[config.mk]
export PLATFORM = sky130hd
export DESIGN_NAME = btn_press_encoder
export DESIGN_NICKNAME = d
export VERILOG_FILES = /design/src/rtl/btn_press_encoder.sv
export SDC_FILE = /design/constraint.sdc
export NUM_CORES = 1
export LEC_CHECK = 0
export CORE_MARGIN = 5
export CORE_UTILIZATION = 55
export DETAILED_ROUTE_END_ITERATION = 6
export GPL_TIMING_DRIVEN = 0
export PLACE_DENSITY = 0.78
export SYNTH_ARGS = -nofsm -noshare
export SYNTH_HDL_FRONTEND = slang
export SYNTH_SLANG_ARGS = --single-unit
[constraint.sdc]
create_clock -name clock -period 3.62 [get_ports clock]
set_input_delay 0.724 -clock clock [delete_from_list [all_inputs] [get_ports clock]]
set_output_delay 0.724 -clock clock [all_outputs]
set_load 0.02 [all_outputs]
[src/rtl/btn_press_encoder.sv]
// Button front-end for the genius game. Each of the three buttons is
// synchronised and debounced. Rising edges of the debounced vector are turned
// into 2-bit symbol codes, and each press is offered to the game FSM as one
// event over a valid/ready handshake.
module btn_press_encoder #(
    parameter int DEBOUNCE_CYCLES = 16,
    parameter int CNT_W           = 5,
    parameter bit BTN_ACTIVE_LOW  = 1'b0
) (
    input  logic       clock,
    input  logic       reset,
    input  logic [2:0] btn,
    input  logic       press_ready,
    output logic       press_valid,
    output logic [1:0] press_code,
    output logic       multi_err,
    output logic       press_drop,
    output logic       any_held
);

    // Reject debounce settings the counters cannot represent.
    if (DEBOUNCE_CYCLES < 2 || DEBOUNCE_CYCLES > (2 ** CNT_W) - 1) begin : g_bad_cfg
        $error("btn_press_encoder: DEBOUNCE_CYCLES out of range for CNT_W");
    end

    typedef enum logic {
        IDLE,
        HELD
    } state_t;

    localparam logic [CNT_W-1:0] CNT_LAST = CNT_W'(DEBOUNCE_CYCLES - 1);

    logic [2:0]       btn_pos;
    logic [2:0]       s1;
    logic [2:0]       s2;
    logic [2:0]       deb;
    logic [2:0]       deb_prev;
    logic [CNT_W-1:0] cnt [3];

    logic [2:0]       rise;
    logic             rise_one;
    logic             rise_multi;
    logic [1:0]       rise_code;

    state_t           state;

    // Everything downstream of this point works on active-high buttons.
    assign btn_pos = BTN_ACTIVE_LOW ? ~btn : btn;

    // Two-flop synchroniser per button bit.
    always_ff @(posedge clock) begin
        // NOTE: clocked state uses non-blocking assignments so every flop
        // samples the pre-edge value of the flop feeding it; with blocking
        // assignments s2 would pick up the new s1 and the chain would collapse.
        if (!reset) begin
            s1 <= '0;
            s2 <= '0;
        end else begin
            s1 <= btn_pos;
            s2 <= s1;
        end
    end

    // Per-button debounce: the stable level flips only after the synchronised
    // input has disagreed with it for DEBOUNCE_CYCLES consecutive cycles.
    always_ff @(posedge clock) begin
        if (!reset) begin
            // NOTE: the counter array is only three small registers, so it is
            // reset along with everything else; a held button must be seen
            // from a clean count after reset, not from a stale partial count.
            for (int i = 0; i < 3; i++) begin
                cnt[i] <= '0;
            end
            deb      <= '0;
            deb_prev <= '0;
        end else begin
            deb_prev <= deb;
            for (int i = 0; i < 3; i++) begin
                if (s2[i] == deb[i]) begin
                    cnt[i] <= '0;
                end else if (cnt[i] == CNT_LAST) begin
                    deb[i] <= s2[i];
                    cnt[i] <= '0;
                end else begin
                    cnt[i] <= cnt[i] + CNT_W'(1);
                end
            end
        end
    end

    // Classify this cycle's debounced rising edges and encode a single press.
    always_comb begin
        // NOTE: every output of this block gets a default first, so no path
        // leaves a signal unassigned and no latch can be inferred.
        rise       = deb & ~deb_prev;
        rise_one   = 1'b0;
        rise_multi = 1'b0;
        rise_code  = 2'b00;
        unique case (rise)
            3'b001:  begin rise_one = 1'b1; rise_code = 2'b00; end
            3'b010:  begin rise_one = 1'b1; rise_code = 2'b01; end
            3'b100:  begin rise_one = 1'b1; rise_code = 2'b10; end
            3'b000:  ;
            default: rise_multi = 1'b1;
        endcase
    end

    // Press FSM and event register: one event per press, later buttons that
    // join an ongoing press are ignored until all buttons are released.
    always_ff @(posedge clock) begin
        if (!reset) begin
            state       <= IDLE;
            press_valid <= 1'b0;
            press_code  <= 2'b00;
            multi_err   <= 1'b0;
            press_drop  <= 1'b0;
        end else begin
            multi_err  <= 1'b0;
            press_drop <= 1'b0;

            // A pending event leaves on any edge the consumer is ready.
            if (press_valid && press_ready) begin
                press_valid <= 1'b0;
            end

            case (state)
                IDLE: begin
                    if (rise_one) begin
                        state <= HELD;
                        // The slot is free if empty or being emptied this edge.
                        if (!press_valid || press_ready) begin
                            press_valid <= 1'b1;
                            press_code  <= rise_code;
                        end else begin
                            press_drop <= 1'b1;
                        end
                    end else if (rise_multi) begin
                        state     <= HELD;
                        multi_err <= 1'b1;
                    end
                end
                HELD: begin
                    if (deb == 3'b000) begin
                        state <= IDLE;
                    end
                end
                default: state <= IDLE;
            endcase
        end
    end

    assign any_held = |deb;

endmodule

After elaboration in Yosys (flattened, before gate mapping)

Memory sizes are Yosys's and may differ from the RTL's.
Index checks and enable logic that the tools add are counted.

Flip-flop bits (word level): 18
Bits in latches: 0
Memory bits (writable): 15
Bits in read-only memories: 0
Output and inout port bits: 6
Logic and storage cells: 109
Memories kept: 1

Add/subtract/negate cells: 3
Multipliers: 0
Div/mod/pow operators: 0
Magnitude comparators: 0
Equality and inequality tests: 9
Shifts and indexed selects: 0
Muxes and demuxes: 54
Bitwise logic cells: 17
Reductions and logical operators: 14

Memory list:

| memory | words | width | rd ports | clocked after memory_dff | write ports | line | RTL |
|---|---|---|---|---|---|---|---|
| cnt    | 3     | 5     | 3        | 0                        | 3           | 38   | `logic [CNT_W-1:0] cnt [3];` |

Operators with widths:

| operator                                             | number |
|---|---|
| two-way mux 5 bit                                    | 9 |
| two-way mux 1 bit                                    | 43 |
| adder 5 x 1 -> 5 bit (second input constant)         | 3 |
| equality test 5 x 4 -> 1 bit (second input constant) | 3 |
| OR reduction 3 bit                                   | 4 |
| bitwise OR 1 bit                                     | 9 |
| zero test 3 bit                                      | 2 |
| inverter 1 bit                                       | 6 |
| AND reduction 2 bit                                  | 3 |
| one-hot mux 2 bit (2 select lines)                   | 1 |
| OR reduction 4 bit                                   | 1 |
| AND 3 bit                                            | 1 |
| equality test 1 bit                                  | 3 |
| equality test 3 x 1 -> 1 bit (second input constant) | 1 |
| equality test 3 x 2 -> 1 bit (second input constant) | 1 |
| equality test 3 bit (second input constant)          | 1 |
| inverter 3 bit                                       | 1 |
| AND reduction 3 bit                                  | 1 |
| one-hot mux 1 bit (2 select lines)                   | 1 |
| logical AND 1 bit                                    | 1 |
| zero test 1 bit                                      | 1 |
| logical OR 1 bit                                     | 1 |

Logic depth before layout (Yosys ltp)

Gate-level depths: netlist of the first run.

Word-level depth: 7
Mapped depth: 5
Mapped depth without buffers: 5

Worst setup path after synthesis of the first run

No wires, ideal clock.

Kind: reg-to-output
Start point: reg deb[1]
End point: out any_held
Data arrival time: 876 ps
Path slack: 2,020 ps
Cell stages (with the launch flop): 2
Cells stage by stage: dfxtp_1 > or3_2

Cells in the longest elaborated chain, start to end: 1

RTL lines:

| what                             | line | RTL |
|---|---|---|
| start: declaration               | 36   | `logic [2:0] deb;` |
| start signal: indexed assignment | 82   | `deb[i] <= s2[i];` |
| OR reduction 3 bit               | 152  | `assign any_held = \|deb;` |
| end: declaration                 | 18   | `output logic any_held` |

No other way between the ends.

Worst setup path in the final report of the first run

Same ends and word-level chain as after synthesis.

==> impl_metrics.yaml, run 1 <==
status:
  status: "completed"
routing:
  via_count: 917
  viasPerCell: 4.93
  drtIter0Drc: 9
  routed_wl_um: 2190
  drc: 0
  ant_nets: 0
  wire_per_inst_um: 11.8
  dr.pass1.iters: 4
floorplan:
  core_area_um2: 2520
  start_util_pct: 58.1
  dieArea_um2: 3800
  die-height_um: 61.6
  fp.dieW_um: 61.6
  ioPinCount: 12
  rows: 18
placement:
  place.port_buffers: 11
  hpwlAfterDp_um: 1720
  placed_area_um2: 1670
  place_congestion: 0.767
power_and_ir_drop:
  power_leakage_nw: 0.705
  peakVddDrop_uv: 260
  p_per_area_nw_per_um2: 363
timing:
  fin_crit_sh_pct: 68.8
  slew_violations: 0
  rsz0062_at_grt: "no"
  worst_clock_skew_ns: 0.00496
  setup_tns_ns: 0
  holdWs_ns: 0.440
  finalSetupViolations: 0
  fmax_mhz: 401
  period_needed_ns: 2.49
  hold_viol: 0
final_layout:
  layout_common_cells: "dfxtp_1, nor2_1, edfxtp_1, conb_1, clkdlybuf4s50_1"
  layout_commonest_cell: "dfxtp_1"
  multi_input_area_um2: 669
  seqCellArea_um2: 811
  fin_util_pct: 68.1
  drive_gt1_share_pct: 11.5
  design_area_um2: 1720
  finalNetCount: 167
  nFillCells: 207
  syn_to_final_growth_pct: 17.2
  antennaDiodeCount: 0
worst_setup_path:
  timing.rr.end: "cnt[1][1]$_SDFFCE_PN0P_"
  worstPathMaxFanout: 5
  crit_path_end_kind: "primary output"
  r2r_setup_slack_ns: 1.99
  reg2reg_depth: 5
  timing.rr.start: "cnt[1][0]$_SDFFCE_PN0P_"
  cp-start-kind: "flop"
  arrival_ns: 1.77
  criticalPathCategory: "flop to primary output"
  cp.required_ns: 2.90
yosys:
  synthAdderAreaFrac_pct: 5.80
  synthArstFlopShare_pct: 0
  synth.distinct_cells: 33
  synthMuxAreaShare_pct: 2.05
  yosysWarnings: 0
  synth-xor-area-share_pct: 7.25
  synth_compound_area_share_pct: 7.34
  synth_seq_cells: 33
  synth_top_family_by_area: "simple AND/OR/NAND/NOR gates"
  synthFlopType: "dfxtp_1"
  netlist_area_um2: 1470
  ys_seq_area_share_pct: 55.3
  synth-simple-area-share_pct: 19.4
  synth_cells: 123
  synth.avg_cell_area_um2: 11.9
  synth-edff-count: 15
clock_network:
  cts_tree: "done"
  clk_latency_ns: 0.32
  cts_buffer_depth: 2
  cts_hold_buf: 0
  cts_root_buf: "clkbuf_4"
  clkTransAtPathRegs_ns: 0.10
  cts_buffers: 5
  cts.htree.levels: 2
  cts_setup_buffers: 0
  clock_sinks: 33
  cts_resized: 0
hold_path:
  whs_path_depth: 1
  hold_start: "s1[0]$_SDFF_PN0_"
  hold_path.class: "flop to flop"
  min_to: "s2[0]$_SDFF_PN0_"
job:
  cap_viol_max_count: 0
global_route:
  grt_pass1_wl_um: 3790
  antenna_found_initial: 0
  gr-usage-all-layers_pct: 14.5
  grt_overflow_total: 0
  first_global_vias: 910
  grt_max_degree: 11
## power by group
part	switching, mW	internal, mW
clock	0.115	0.0739
sequential	0.00584	0.400
combinational	0.0148	0.0143
## per-layer routing
layer | up-vias | track usage, % | wire length [um]
met1 | 425 | 15.0 | 926
met3 | 7 | 5.66 | 74
met5 | - | 0 | 0
met4 | 0 | 7.27 | 51
met2 | 11 | 25.4 | 1140
li1 | 474 | - | -
## registers in the layout (all words and copies together), names as in the netlist
| signal | count |
|---|---|
| deb | 3 |
| deb_prev | 3 |
| multi_err | 1 |
| cnt | 15 |
| s1 | 3 |
| press_valid | 1 |
| state | 1 |
| press_code | 2 |
| s2 | 3 |
| press_drop | 1 |
## critical path, stage by stage (launching register included)
cell	delay [ns]
dfxtp_1	0.38
or3_2	0.50
clkdlybuf4s50_1	0.56
## kinds of logic (layout without fill, tap and decap cells)
family,count (synthesis),count (layout)
compound gates,9,9
fa+ha+maj,7,7
xor+xnor,10,10
mux,3,3
other cells,1,15
simple gates,50,50
buf+inv,10,29
flops,33,33
## synth_stat cells, types with 2 or more instances
cell / n / area (um^2)
nor2b_1: 4 / 25.0
nand4_1: 2 / 12.5
nand2b_4: 2 / 27.5
and2_1: 8 / 50.1
ha_1: 6 / 75.1
xnor2_1: 3 / 26.3
inv_1: 7 / 26.3
clkbuf_1: 2 / 7.51
xor2_1: 6 / 52.6
nand3_1: 4 / 20.0
and3_1: 3 / 18.8
nand2b_1: 4 / 25.0
mux2i_1: 3 / 30.0
nand3b_1: 3 / 22.5
dfxtp_1: 18 / 360
edfxtp_1: 15 / 450
nor2_1: 17 / 63.8
## worst max-delay path by stage
| stage | start | endpoint | slack, ns |
|---|---|---|---|
| after global placement | reset | press_code[1]$_SDFFE_PN0P_ | 1.49 |
| after CTS | deb[1]$_SDFFE_PN0N_ | any_held | 1.10 |
| after floorplan | deb[1]$_SDFFE_PN0N_ | any_held | 2.02 |
| after detailed placement | reset | press_code[1]$_SDFFE_PN0P_ | 1.44 |
| final | deb[1]$_SDFFE_PN0N_ | any_held | 1.13 |
| after global routing | deb[2]$_SDFFE_PN0P_ | any_held | 1.07 |
## layout make-up
| cell class | count | share of cell area (%) |
|---|---|---|
| Timing Repair Buffer | 11 | 6.41 |
| Multi-Input combinational cell | 94 | 39.0 |
| Tap cell | 30 | 2.18 |
| Buffer | 3 | 0.728 |
| Sequential cell | 33 | 47.2 |
| Inverter | 7 | 1.53 |
| Clock inverter | 2 | 0.583 |
| Clock buffer | 6 | 2.40 |
## through the flow
| step | std cells | total power, mW | worst slack, ns |
|---|---|---|---|
| global route | 186 | 0.659 | 1.07 |
| global placement | 178 | 0.441 | 1.49 |
| CTS | 186 | 0.632 | 1.10 |
| floorplan | 137 | 0.432 | 2.02 |
| finish | 186 | 0.623 | 1.13 |
| detailed placement | 178 | 0.443 | 1.44 |
No activity file was read; power rests on OpenSTA's default activity.
==> inputs of run 2 (changes only) <==
- CORE_UTILIZATION: 55 -> 50
- PLACE_DENSITY: 0.78 -> 0.75
- clock period: 3.62 -> 2.2 ns (I/O delays scaled with it)
==> run 2 against run 1 <==
Global-route usage decreased by 1.7 points. Die area increased by 8.3%. Final area increased by 3.0%. Core utilization decreased by 4.5 points. Register-to-register slack got worse by 1.4 ns. Via count decreased by 2.0%. Combinational power increased by 64%. Clock skew increased by 0.0029 ns. Setup slack got worse by 0.93 ns. Total power increased by 100%. Sequential share of layout area decreased by 1.4 points. Critical endpoint unchanged. Largest cell class unchanged.
==> impl_metrics.yaml, run 2 (synthesis gave the netlist of run 1 again) <==
clock_network:
  cts_resized: 1
  cts_tree: "done"
  clock_sinks: 33
  cts_buffers: 5
  clkTransAtPathRegs_ns: 0.10
  cts_root_buf: "clkbuf_4"
  cts_hold_buf: 0
  cts.htree.levels: 2
  cts_setup_buffers: 0
  cts_buffer_depth: 2
  clk_latency_ns: 0.33
routing:
  routed_wl_um: 2190
  wire_per_inst_um: 11.7
  dr.pass1.iters: 4
  drc: 0
  via_count: 899
  drtIter0Drc: 20
  viasPerCell: 4.81
  ant_nets: 0
final_layout:
  drive_gt1_share_pct: 12.2
  layout_common_cells: "dfxtp_1, nor2_1, edfxtp_1, conb_1, clkdlybuf4s50_1"
  largest_reg_flops: 15
  syn_to_final_growth_pct: 20.6
  regMostFlops: "cnt"
  antennaDiodeCount: 0
  finalNetCount: 167
  stdcell_count: 187
  layout_commonest_cell: "dfxtp_1"
worst_setup_path:
  cp.required_ns: 1.76
  arrival_ns: 1.56
  cp_slowest_cell: "or3_2"
  criticalPathCategory: "flop to primary output"
  crit_chain: "or3_2 > dlygate4sd2_1"
  worstPathMaxFanout: 5
  path_delay_family: "simple AND/OR/NAND/NOR gates"
  crit_buf_inv: 1
  cp-start-kind: "flop"
  crit_path_end_kind: "primary output"
  critical-path-max-stage-delay_ns: 0.50
placement:
  place_congestion: 0.858
  hpwlAfterDp_um: 1610
  placed_cells: 179
  place.port_buffers: 11
timing:
  worst_clock_skew_ns: 0.00783
  setup_tns_ns: 0
  slew_violations: 0
  hold_viol: 0
  fmax_mhz: 501
  finalSetupViolations: 0
  period_needed_ns: 2.00
  fin_crit_sh_pct: 90.8
  rsz0062_at_grt: "no"
global_route:
  gr-usage-all-layers_pct: 12.8
  grt_max_degree: 12
  grt_pass1_wl_um: 4080
  antenna_found_initial: 0
  grt_overflow_total: 0
  first_global_vias: 959
power_and_ir_drop:
  power_leakage_nw: 0.733
  p_per_area_nw_per_um2: 720
  power_mw: 1.27
  peakVddDrop_uv: 667
floorplan:
  start_util_pct: 52.7
  ioPinCount: 12
  fp.dieW_um: 64.2
  die-height_um: 64.2
  dieArea_um2: 4120
  core_area_um2: 2780
  rows: 19
status:
  status: "completed"
hold_path:
  hold_path.class: "flop to flop"
job:
  cap_viol_max_count: 0
run 2: stage by stage:
stage	area [um^2]	setup slack [ns]	hold WS, ns	utilization [%]
after floorplan	1520	0.756	0.412	-
after global placement	1670	0.308	0.416	60.0
after detailed placement	1670	0.292	0.427	60.0
after CTS	1770	0.177	0.453	63.6
after global routing	1770	0.132	0.473	63.6
final	1770	0.203	0.452	63.6
run 2: power breakdown:
group          switching, mW  internal (mW)  leakage [nW]
Clock                  0.206          0.352        0.0552
Combinational         0.0241         0.0235         0.377
Sequential           0.00991          0.658         0.301
run 2: final cells by class:
type                            instances  area (um^2)
Multi-Input combinational cell         94          669
Timing Repair Buffer                   11          109
Tap cell                               31         38.8
Sequential cell                        33          811
Clock inverter                          3         65.1
Fill cell                             214         1010
Buffer                                  3         12.5
Clock buffer                            5         37.5
Inverter                                7         26.3
run 2: worst paths after layout:
| path | from | end | slack [ns] | cells past startpoint |
|---|---|---|---|---|
| setup / recovery | deb[1]$_SDFFE_PN0N_ | any_held | 0.20 | 2 |
| hold / removal | s1[1]$_SDFF_PN0_ | s2[1]$_SDFF_PN0_ | 0.45 | 1 |
| setup reg to reg | cnt[0][0]$_SDFFCE_PN0P_ | cnt[0][1]$_SDFFCE_PN0P_ | 0.59 | 5 |
| hold reg to reg | s1[1]$_SDFF_PN0_ | s2[1]$_SDFF_PN0_ | 0.45 | 1 |
run 2: per-layer routing:
metal | vias to the layer above | GRT usage (%) | wire length, um
met5 | - | 0 | 0
met4 | 0 | 8.14 | 18
met3 | 2 | 3.85 | 68
met2 | 10 | 20.7 | 1100
met1 | 415 | 14.7 | 998
li1 | 472 | - | -
